### src/rtl/mem_port_arbiter.sv
// mem_port_arbiter
//   Shares one unified instruction/data memory port between the IF stage
//   (fetch) and the MEM stage (load/store). Only one transaction is
//   outstanding at a time. Data accesses win contention, but a streak
//   counter hands the port to a waiting fetch after FAIR_LIMIT consecutive
//   data grants. A fetch can be killed (branch/flush); the memory side
//   still completes, but its data and valid pulse are discarded.
//
// Ports
//   clk, rst                      clock, synchronous active-high reset
//   if_req/if_addr/if_kill        fetch request, address, fetch discard
//   if_valid/if_rdata             fetch response pulse and registered data
//   d_req/d_we/d_addr/d_wdata/d_wstrb  data request fields
//   d_valid/d_rdata               data response pulse and registered load data
//   mem_req/mem_we/mem_addr/mem_wdata/mem_wstrb  registered request to memory
//   mem_ready/mem_rvalid/mem_rdata  memory accept, response and read data
//   stall_if/stall_mem            pipeline stalls (request pending, not done)
module mem_port_arbiter #(
   parameter int unsigned ADDR_W     = 32,
   parameter int unsigned DATA_W     = 32,
   parameter int unsigned FAIR_LIMIT = 4
) (
   input  logic                  clk,
   input  logic                  rst,
   // Fetch port
   input  logic                  if_req,
   input  logic [ADDR_W-1:0]     if_addr,
   input  logic                  if_kill,
   output logic                  if_valid,
   output logic [DATA_W-1:0]     if_rdata,
   // Data port
   input  logic                  d_req,
   input  logic                  d_we,
   input  logic [ADDR_W-1:0]     d_addr,
   input  logic [DATA_W-1:0]     d_wdata,
   input  logic [DATA_W/8-1:0]   d_wstrb,
   output logic                  d_valid,
   output logic [DATA_W-1:0]     d_rdata,
   // Memory port
   output logic                  mem_req,
   output logic                  mem_we,
   output logic [ADDR_W-1:0]     mem_addr,
   output logic [DATA_W-1:0]     mem_wdata,
   output logic [DATA_W/8-1:0]   mem_wstrb,
   input  logic                  mem_ready,
   input  logic                  mem_rvalid,
   input  logic [DATA_W-1:0]     mem_rdata,
   // Pipeline control
   output logic                  stall_if,
   output logic                  stall_mem
);

   localparam int unsigned StrbW   = DATA_W / 8;
   localparam logic [3:0]  FairLim = 4'(FAIR_LIMIT);

   typedef enum logic [1:0] {StIdle, StIssue, StWait, StResp} state_e;

   state_e              state_q, state_d;
   logic                owner_q, owner_d;  // 1 = fetch owns the port
   logic                kill_q, kill_d;
   logic [3:0]          streak_q, streak_d;
   logic                mem_we_q, mem_we_d;
   logic [ADDR_W-1:0]   mem_addr_q, mem_addr_d;
   logic [DATA_W-1:0]   mem_wdata_q, mem_wdata_d;
   logic [StrbW-1:0]    mem_wstrb_q, mem_wstrb_d;
   logic [DATA_W-1:0]   if_rdata_q, if_rdata_d;
   logic [DATA_W-1:0]   d_rdata_q, d_rdata_d;

   always_ff @(posedge clk) begin
      if (rst) begin
         state_q     <= StIdle;
         owner_q     <= 1'b0;
         kill_q      <= 1'b0;
         streak_q    <= '0;
         mem_we_q    <= 1'b0;
         mem_addr_q  <= '0;
         mem_wdata_q <= '0;
         mem_wstrb_q <= '0;
         if_rdata_q  <= '0;
         d_rdata_q   <= '0;
      end else begin
         state_q     <= state_d;
         owner_q     <= owner_d;
         kill_q      <= kill_d;
         streak_q    <= streak_d;
         mem_we_q    <= mem_we_d;
         mem_addr_q  <= mem_addr_d;
         mem_wdata_q <= mem_wdata_d;
         mem_wstrb_q <= mem_wstrb_d;
         if_rdata_q  <= if_rdata_d;
         d_rdata_q   <= d_rdata_d;
      end
   end

   always_comb begin
      state_d     = state_q;
      owner_d     = owner_q;
      kill_d      = kill_q;
      streak_d    = streak_q;
      mem_we_d    = mem_we_q;
      mem_addr_d  = mem_addr_q;
      mem_wdata_d = mem_wdata_q;
      mem_wstrb_d = mem_wstrb_q;
      if_rdata_d  = if_rdata_q;
      d_rdata_d   = d_rdata_q;

      // A kill only matters while a fetch owns the port; in IDLE it is ignored.
      if (if_kill && owner_q && (state_q != StIdle)) begin
         kill_d = 1'b1;
      end

      unique case (state_q)
         StIdle: begin
            // Data wins unless the waiting fetch has hit the fairness limit.
            if (d_req && !(if_req && (streak_q == FairLim))) begin
               owner_d     = 1'b0;
               mem_we_d    = d_we;
               mem_addr_d  = d_addr;
               mem_wdata_d = d_wdata;
               mem_wstrb_d = d_wstrb;
               if (!if_req) begin
                  streak_d = '0;
               end else if (streak_q != FairLim) begin
                  streak_d = streak_q + 4'd1;
               end
               state_d = StIssue;
            end else if (if_req) begin
               owner_d     = 1'b1;
               mem_we_d    = 1'b0;
               mem_addr_d  = if_addr;
               mem_wdata_d = '0;
               mem_wstrb_d = '0;
               streak_d    = '0;
               state_d     = StIssue;
            end
         end
         StIssue: begin
            if (mem_ready) begin
               state_d = StWait;
            end
         end
         StWait: begin
            if (mem_rvalid) begin
               state_d = StResp;
               if (owner_q) begin
                  // A kill arriving with the response still discards it.
                  if (!kill_q && !if_kill) begin
                     if_rdata_d = mem_rdata;
                  end
               end else if (!mem_we_q) begin
                  d_rdata_d = mem_rdata;
               end
            end
         end
         StResp: begin
            state_d = StIdle;
            kill_d  = 1'b0;
         end
         default: begin
            state_d = StIdle;
         end
      endcase
   end

   assign mem_req   = (state_q == StIssue);
   assign mem_we    = mem_we_q;
   assign mem_addr  = mem_addr_q;
   assign mem_wdata = mem_wdata_q;
   assign mem_wstrb = mem_wstrb_q;
   assign if_rdata  = if_rdata_q;
   assign d_rdata   = d_rdata_q;

   // A kill in the RESP cycle itself still suppresses the pulse.
   assign if_valid  = (state_q == StResp) && owner_q && !kill_q && !if_kill;
   assign d_valid   = (state_q == StResp) && !owner_q;

   assign stall_if  = if_req & ~if_valid;
   assign stall_mem = d_req & ~d_valid;

endmodule

### config.mk
export PLATFORM = sky130hd
export DESIGN_NAME = mem_port_arbiter
export DESIGN_NICKNAME = d
export VERILOG_FILES = /design/src/rtl/mem_port_arbiter.sv
export SDC_FILE = /design/constraint.sdc
export NUM_CORES = 1
export LEC_CHECK = 0
export ABC_AREA = 0
export CELL_PAD_IN_SITES_DETAIL_PLACEMENT = 0
export CELL_PAD_IN_SITES_GLOBAL_PLACEMENT = 1
export CORE_MARGIN = 2
export CORE_UTILIZATION = 26
export DETAILED_ROUTE_END_ITERATION = 10
export PLACE_DENSITY_LB_ADDON = 0.15
export SETUP_SLACK_MARGIN = 0.15
export SLEW_MARGIN = 10
export SYNTH_ARGS = -nofsm -noshare
export SYNTH_HDL_FRONTEND = slang
export SYNTH_SLANG_ARGS = --single-unit
### constraint.sdc
create_clock -name clk -period 1.59 [get_ports clk]
set_clock_uncertainty 0.15 [all_clocks]
set_input_delay 0.318 -clock clk [delete_from_list [all_inputs] [get_ports clk]]
set_output_delay 0.318 -clock clk [all_outputs]
set_load 0.005 [all_outputs]
Yosys cells after proc, flatten, opt, wreduce, memory -nomap -nowiden:

Cells that the tools add are included.
Widths: inputs -> output; s select.

* input port bits: 140
* ROM bits: 0
* output and inout bits: 138
* bits in writable memories: 0
* memories: 0
* bits in registers: 141
* latch bits: 0
* word-level logic and storage cells: 66

* reduce and logical (&&, ||, !) cells: 22
* add/sub/neg operators: 1
* bitwise operators: 6
* equality and inequality tests: 9
* div/mod/pow operators: 0
* shift-type cells: 0
* multiplexer cells: 18
* $mul: 0
* $lt $le $gt $ge: 0

Operators with widths (count)
* $mux 32: 4
* $mux 4: 5
* $logic_and 1x1->1: 9
* $mux 2: 4
* $pmux 2 s4: 1
* $reduce_and 4->1: 2
* $reduce_and 3->1: 2
* $add 4x1->4 const B: 1
* $eq 2x2->1 const B: 2
* $eq 4x3->1 const B: 1
* $logic_not 1->1: 4
* $mux 1: 4
* $ne 4x3->1 const B: 1
* $not 1->1: 4
* $reduce_bool 2->1: 2
* $ne 3x2->1 const B: 1
* $ne 3x3->1 const B: 1
* $and 1x1->1: 2
* $eq 2x1->1 const B: 1
* $logic_not 2->1: 1
* $ne 2x1->1 const B: 1
* $ne 2x2->1 const B: 1
* $reduce_and 2->1: 1
* $reduce_or 2->1: 1

Longest topological paths before layout:

Gate-level depths: netlist (run 1).

* depth in word-level cells: 6
* depth in mapped cells: 8

Worst setup path before layout (run 1):

Ideal clock, no wire load.

* kind: reg2reg
* from: register state_q[0]
* to: register streak_q[0]
* path buffers: 4
* slack: -0.041 ns
* arrival: 1.393 ns
* data required time: 1.351 ns
* setup time: 0.089 ns
* stages on the path, launching flop included: 9
* path through: dfxtp_1 > inv_1 > ha_1 > buf_2 > o21a_1 > buf_2 > buf_6 > buf_6 > o32ai_2

* longest elaborated chain between the ends: 2

RTL lines
* start, declared: line 58 `state_e state_q, state_d;`
* start signal, assigned: line 71 `state_q <= StIdle;`
* start signal, assigned: line 82 `state_q <= state_d;`
* $logic_not 2->1: line 112 `unique case (state_q)`
* $reduce_and 3->1 (no line)
* end signal, assigned: line 85 `streak_q <= streak_d;`
* end, declared: line 61 `logic [3:0] streak_q, streak_d;`

No other way between the ends.
A chain may end at the register's enable or synchronous reset.

Worst setup path in the final report (run 1):

* from: register owner_q
* to: output port stall_if

* longest elaborated chain between the ends: 5

RTL lines
* start, declared: line 59 `logic owner_q, owner_d;`
* start signal, assigned: line 83 `owner_q <= owner_d;`
* $logic_and 1x1->1 (3 in series): line 174 `assign if_valid = (state_q == StResp) && owner_q && !kill_q && !if_kill;`
* $not 1->1: line 177 `assign stall_if = if_req & ~if_valid;`
* $and 1x1->1: line 177
* end, declared: line 49 `output logic stall_if,`

No other way between the ends.

==> metrics.csv, run 1 <==
metric;value;unit
timing.rr.start;owner_q;
postPlaceCellArea;9340;um2
rsz0062_at_grt;true;
setup_viol;144;
synth_area;5970;um2
end_kind;output pin;
r2r_end;d_rdata[23];
tightest_slew;502;ps
place_inst;1237;
async_flop_share;0;%
critPathKind;flip-flop to output pin;
cellLeakagePower;4.72;nW
start_kind;flip-flop;
period_needed;1840;ps
ir_drop;0.744;mV
dieArea;24200;um2
grt_usage;20.4;%
wirelength;26600;um
path_clk_slew;60;ps
cts.sinks;141;
fmax;543;MHz
required;1120;ps
crit_end;stall_if;
fill_cells;2132;
avgRoutedWirePerCell;19.7;um
gp_congestion;0.758;
ys.flop_type;dfxtp_1;
drtAntennaViolNets;0;
layout_common_cells;clkdlybuf4s50_1, dfxtp_2, buf_2;
drive_gt1_share;55.7;%
cts_root_buf;clkbuf_16;
finalCritPeriodShare;116;%
antenna_found_initial;0;
final_area;11700;um2
setup_tns;-17800;ps
antenna-diode-count;0;
grt_overflow_total;0;
pre_cts_slack;-588;ps
layout_commonest_cell;clkdlybuf4s50_1;
io_pins;278;
rrSetupSlack;-230;ps
hold_viol;0;
fin_nets;1197;
synth_seq_cells;141;
area_growth;95.3;%
rr_worst_depth;9;
hpwl;14900;um
dr.pass1.iters;5;
synth_edf_count;0;
hold_class;primary input to flip-flop;
grt_pass1_wl;38400;um
clock_latency;420;ps
postLayoutCoreUtil;51.6;%
grt_max_degree;40;
dieWidth;155;um
yosys_warnings;0;
drt_iter0_markers;242;
tritoncts;yes;
ys_types;35;
instances_no_fill;1348;
start_util;26.4;%
timing.hold.ws;135;ps
syn-mean-instance-area;8.46;um2
routed-via-count;6657;
startpoint;owner_q;
setup_ws;-252;ps
cts_htree_levels;4;
slew_viol_final;0;
violations;setup timing;
vias_per_cell;4.94;
worstPathMaxFanout;2;
cts_hold_repair.buffers;0;
slew_headroom;66.4;%
maxCapViolations;0;
status;finished with violations;
synth_nets;851;
io_buffers;277;
fp.dieH;155;um
arrival;1370;ps
route.detailed.drc;0;
cellPowerDensity;1420;nW/um2
rows;55;
power;16.5;mW
clock_path_buffers;2;
cts_buffers;17;
synth_cells;705;
grt_pass1_vias;6627;
fp.coreArea;22600;um2
yosysSeqAreaShare;47.3;%
layer usage:
metal	up-vias	routed length [um]	GRT usage [%]
li1	3230	-	-
met1	3204	12100	26.7
met2	206	12500	33.2
met3	17	1730	6.04
met4	0	244	4.76
met5	-	0	0
synth_stat cells, types with 3 or more instances:
| cell type | n | share of area, % |
|---|---|---|
| dfxtp_1 | 141 | 47 |
| nand2_1 | 104 | 6.5 |
| a21oi_1 | 102 | 8.6 |
| nand3_1 | 69 | 5.8 |
| o21ai_1 | 61 | 5.1 |
| nand4_1 | 39 | 4.1 |
| clkbuf_1 | 38 | 2.4 |
| nor2_1 | 33 | 2.1 |
| buf_2 | 32 | 2.7 |
| a311oi_2 | 30 | 7.5 |
| inv_1 | 7 | 0.44 |
| buf_6 | 6 | 1.1 |
| ha_1 | 6 | 1.3 |
| a31oi_1 | 4 | 0.42 |
| o21ai_0 | 4 | 0.34 |
| and2_1 | 3 | 0.31 |
sequential cells by signal (all words and copies together), names as in the netlist:
register,cells
owner_q,1
mem_we,1
kill_q,1
d_rdata,32
mem_addr,32
if_rdata,32
state_q,2
mem_wdata,32
streak_q,4
mem_wstrb,4
worst min path at each step:
stage,from,to,slack (ps),cells after the start
floorplan,mem_wdata[10],mem_wdata[10],300,2
global placement,mem_wdata[27],mem_wdata[27],290,2
CTS,rst,mem_addr[20],110,2
finish,rst,mem_addr[20],130,2
global route,rst,mem_addr[20],140,2
detailed placement,mem_wstrb[2],mem_wstrb[2],300,2
layout make-up:
class	count	area (um2)	area share, %
Timing Repair Buffer	404	4130	35.4
Clock buffer	18	429	3.68
Multi-Input combinational cell	480	3570	30.6
Clock inverter	13	155	1.33
Tap cell	285	357	3.06
Sequential cell	141	2970	25.5
Inverter	7	41.3	0.354
worst max-delay path, cell delays in order, from the launching register on:
cell     delay [ps]
dfxtp_4         360
buf_12          120
nor3b_4         140
and2_4          130
nor2b_1          90
buf_2           120
kinds of logic after synthesis:
kind of cell | share of synthesized area (%)
simple gates | 21.4
compound gates | 23.3
flops | 47.3
buf+inv | 6.77
fa+ha+maj | 1.26
where the power goes:
part           switching (mW)  internal, mW  total [mW]
Combinational            3.62          4.19        7.81
Sequential              0.387          4.25        4.64
Clock                    1.72          2.34        4.07
Total                    5.73          10.8        16.5
timing repair:
| item | 4_1_cts | 5_1_grt |
|---|---|---|
| gates resized for setup | 679 | 221 |
| setup buffers | 34 | 14 |
| pin swaps | 49 | 124 |
| setup endpoints to repair | 279 | 206 |
| cloned | 23 | 9 |
No activity file was read; power rests on OpenSTA's default activity.
==> inputs of run 2 (changes only) <==
- MAX_ROUTING_LAYER: not set -> met4
- SKIP_CTS_REPAIR_TIMING: not set -> 1
==> metrics.csv, run 2 (same netlist as run 1, synthesis figures left out) <==
metric;value;unit
status;finished with violations;
violations;setup timing;
grt_pass1_vias;6121;
dr.pass1.iters;4;
worstPathMaxFanout;3;
sequentialPowerShare;30.2;%
grt_pass1_wl;33700;um
critPathKind;flip-flop to output pin;
io_buffers;277;
cts_root_buf;clkbuf_16;
layout_commonest_cell;clkdlybuf4s50_1;
end_kind;output pin;
slew_viol_final;0;
drtAntennaViolNets;0;
required;1120;ps
p_switching;5.05;mW
clock_path_buffers;2;
rsz0062_at_grt;true;
hold_viol;0;
crit_slowest_cell;dfxtp_2;
cellPowerDensity;1280;nW/um2
hold_class;primary input to flip-flop;
maxCapViolations;0;
vias_per_cell;5.03;
start_util;26.4;%
avgRoutedWirePerCell;19.7;um
cpLargestDelayFamily;flip-flops;
layout_common_cells;clkdlybuf4s50_1, dfxtp_1, dlymetal6s2s_1;
cts.sinks;141;
dieWidth;155;um
fin_nets;1152;
swShare;34.1;%
path_clk_slew;60;ps
critical_path_buf_inv_count;2;
drive_gt1_share;31.7;%
start_kind;flip-flop;
finalCritPeriodShare;114;%
setup_ws;-225;ps
tightest_slew;569;ps
grt_max_degree;44;
grt_overflow_total;0;
final_area;11500;um2
slew_headroom;62.1;%
tritoncts;yes;
power_frac_comb;42.5;%
postPlaceCellArea;9340;um2
grt_usage;18.2;%
route.detailed.drc;0;
cts_htree_levels;4;
wirelength;25700;um
area_growth;93.4;%
fp.coreArea;22600;um2
hpwl;14900;um
arrival;1350;ps
dieArea;24200;um2
crit_chain;ha_4, nor2b_4, buf_6, nor2_4, buf_2;
fmax;551;MHz
period_needed;1820;ps
power;14.8;mW
setup_viol;124;
rows;55;
routed-via-count;6551;
internal-power;9.76;mW
drt_iter0_markers;295;
antenna-diode-count;0;
fp.dieH;155;um
clock_latency;420;ps
io_pins;278;
gp_congestion;0.768;
max_stage_delay;340;ps
cts_buffers;17;
antenna_found_initial;0;
ir_drop;0.612;mV
p_clk_share;27.3;%
cellLeakagePower;5.91;nW
## run 2: cell types whose count changed in the layout (fill, tap and decap cells not counted), sizes merged
cell | previous run | this run
buf | 224 | 67
dlymetal6s2s | 0 | 119
clkdlybuf4s50 | 135 | 136
inv | 12 | 13
clkinv | 3 | 2
clkdlybuf4s15 | 5 | 0
dlygate4sd2 | 2 | 0
clkbuf | 56 | 55
## run 2: power by group through the flow
stage               clock [mW]  sequential [mW]  combinational [mW]
finish                    4.05             4.47                6.30
global route              4.33             4.54                6.72
detailed placement           0             4.52                4.84
global placement             0             4.50                4.85
floorplan                    0             4.57                2.44
CTS                       4.17             4.45                4.86
## run 2: routing by layer
layer	wire length [um]	GRT usage, %	share of wire, %	vias up
met5	0	-	0	-
met4	477	5.37	1.9	0
met3	1720	5.52	6.7	39
met2	11600	27.8	45	238
met1	11900	23.2	46	3128
li1	-	-	-	3146
## run 2: worst paths after layout
path | from | endpoint | slack [ps] | cells past startpoint
setup / recovery | state_q[1] | stall_mem | -230 | 5
hold / removal | rst | mem_addr[20] | 130 | 2
setup reg to reg | state_q[0] | d_rdata[22] | -150 | 8
hold reg to reg | mem_wdata[6] | mem_wdata[6] | 300 | 2
## run 2: area by class of cell
type                    instances  area, um2
fillers                      2109      11000
repair buffers                359       4300
inverters                       7       33.8
clock buffers                  18        429
flip-flops and latches        141       2850
clock inverters                13        155
multi-input cells             480       3420
well taps                     285        357
## run 2: metrics by stage
| stage | setup WS (ps) | utilization (%) | instances | setup TNS (ps) | hold slack (ps) |
|---|---|---|---|---|---|
| floorplan | 55.8 | - | 705 | 0 | 298 |
| global placement | -587 | 41.4 | 1237 | -42290 | 288 |
| detailed placement | -588 | 41.4 | 1237 | -45640 | 295 |
| CTS | -762 | 44.0 | 1268 | -34720 | 118 |
| global route | -295 | 51.1 | 1303 | -16380 | 132 |
| finish | -225 | 51.1 | 1303 | -7930 | 129 |
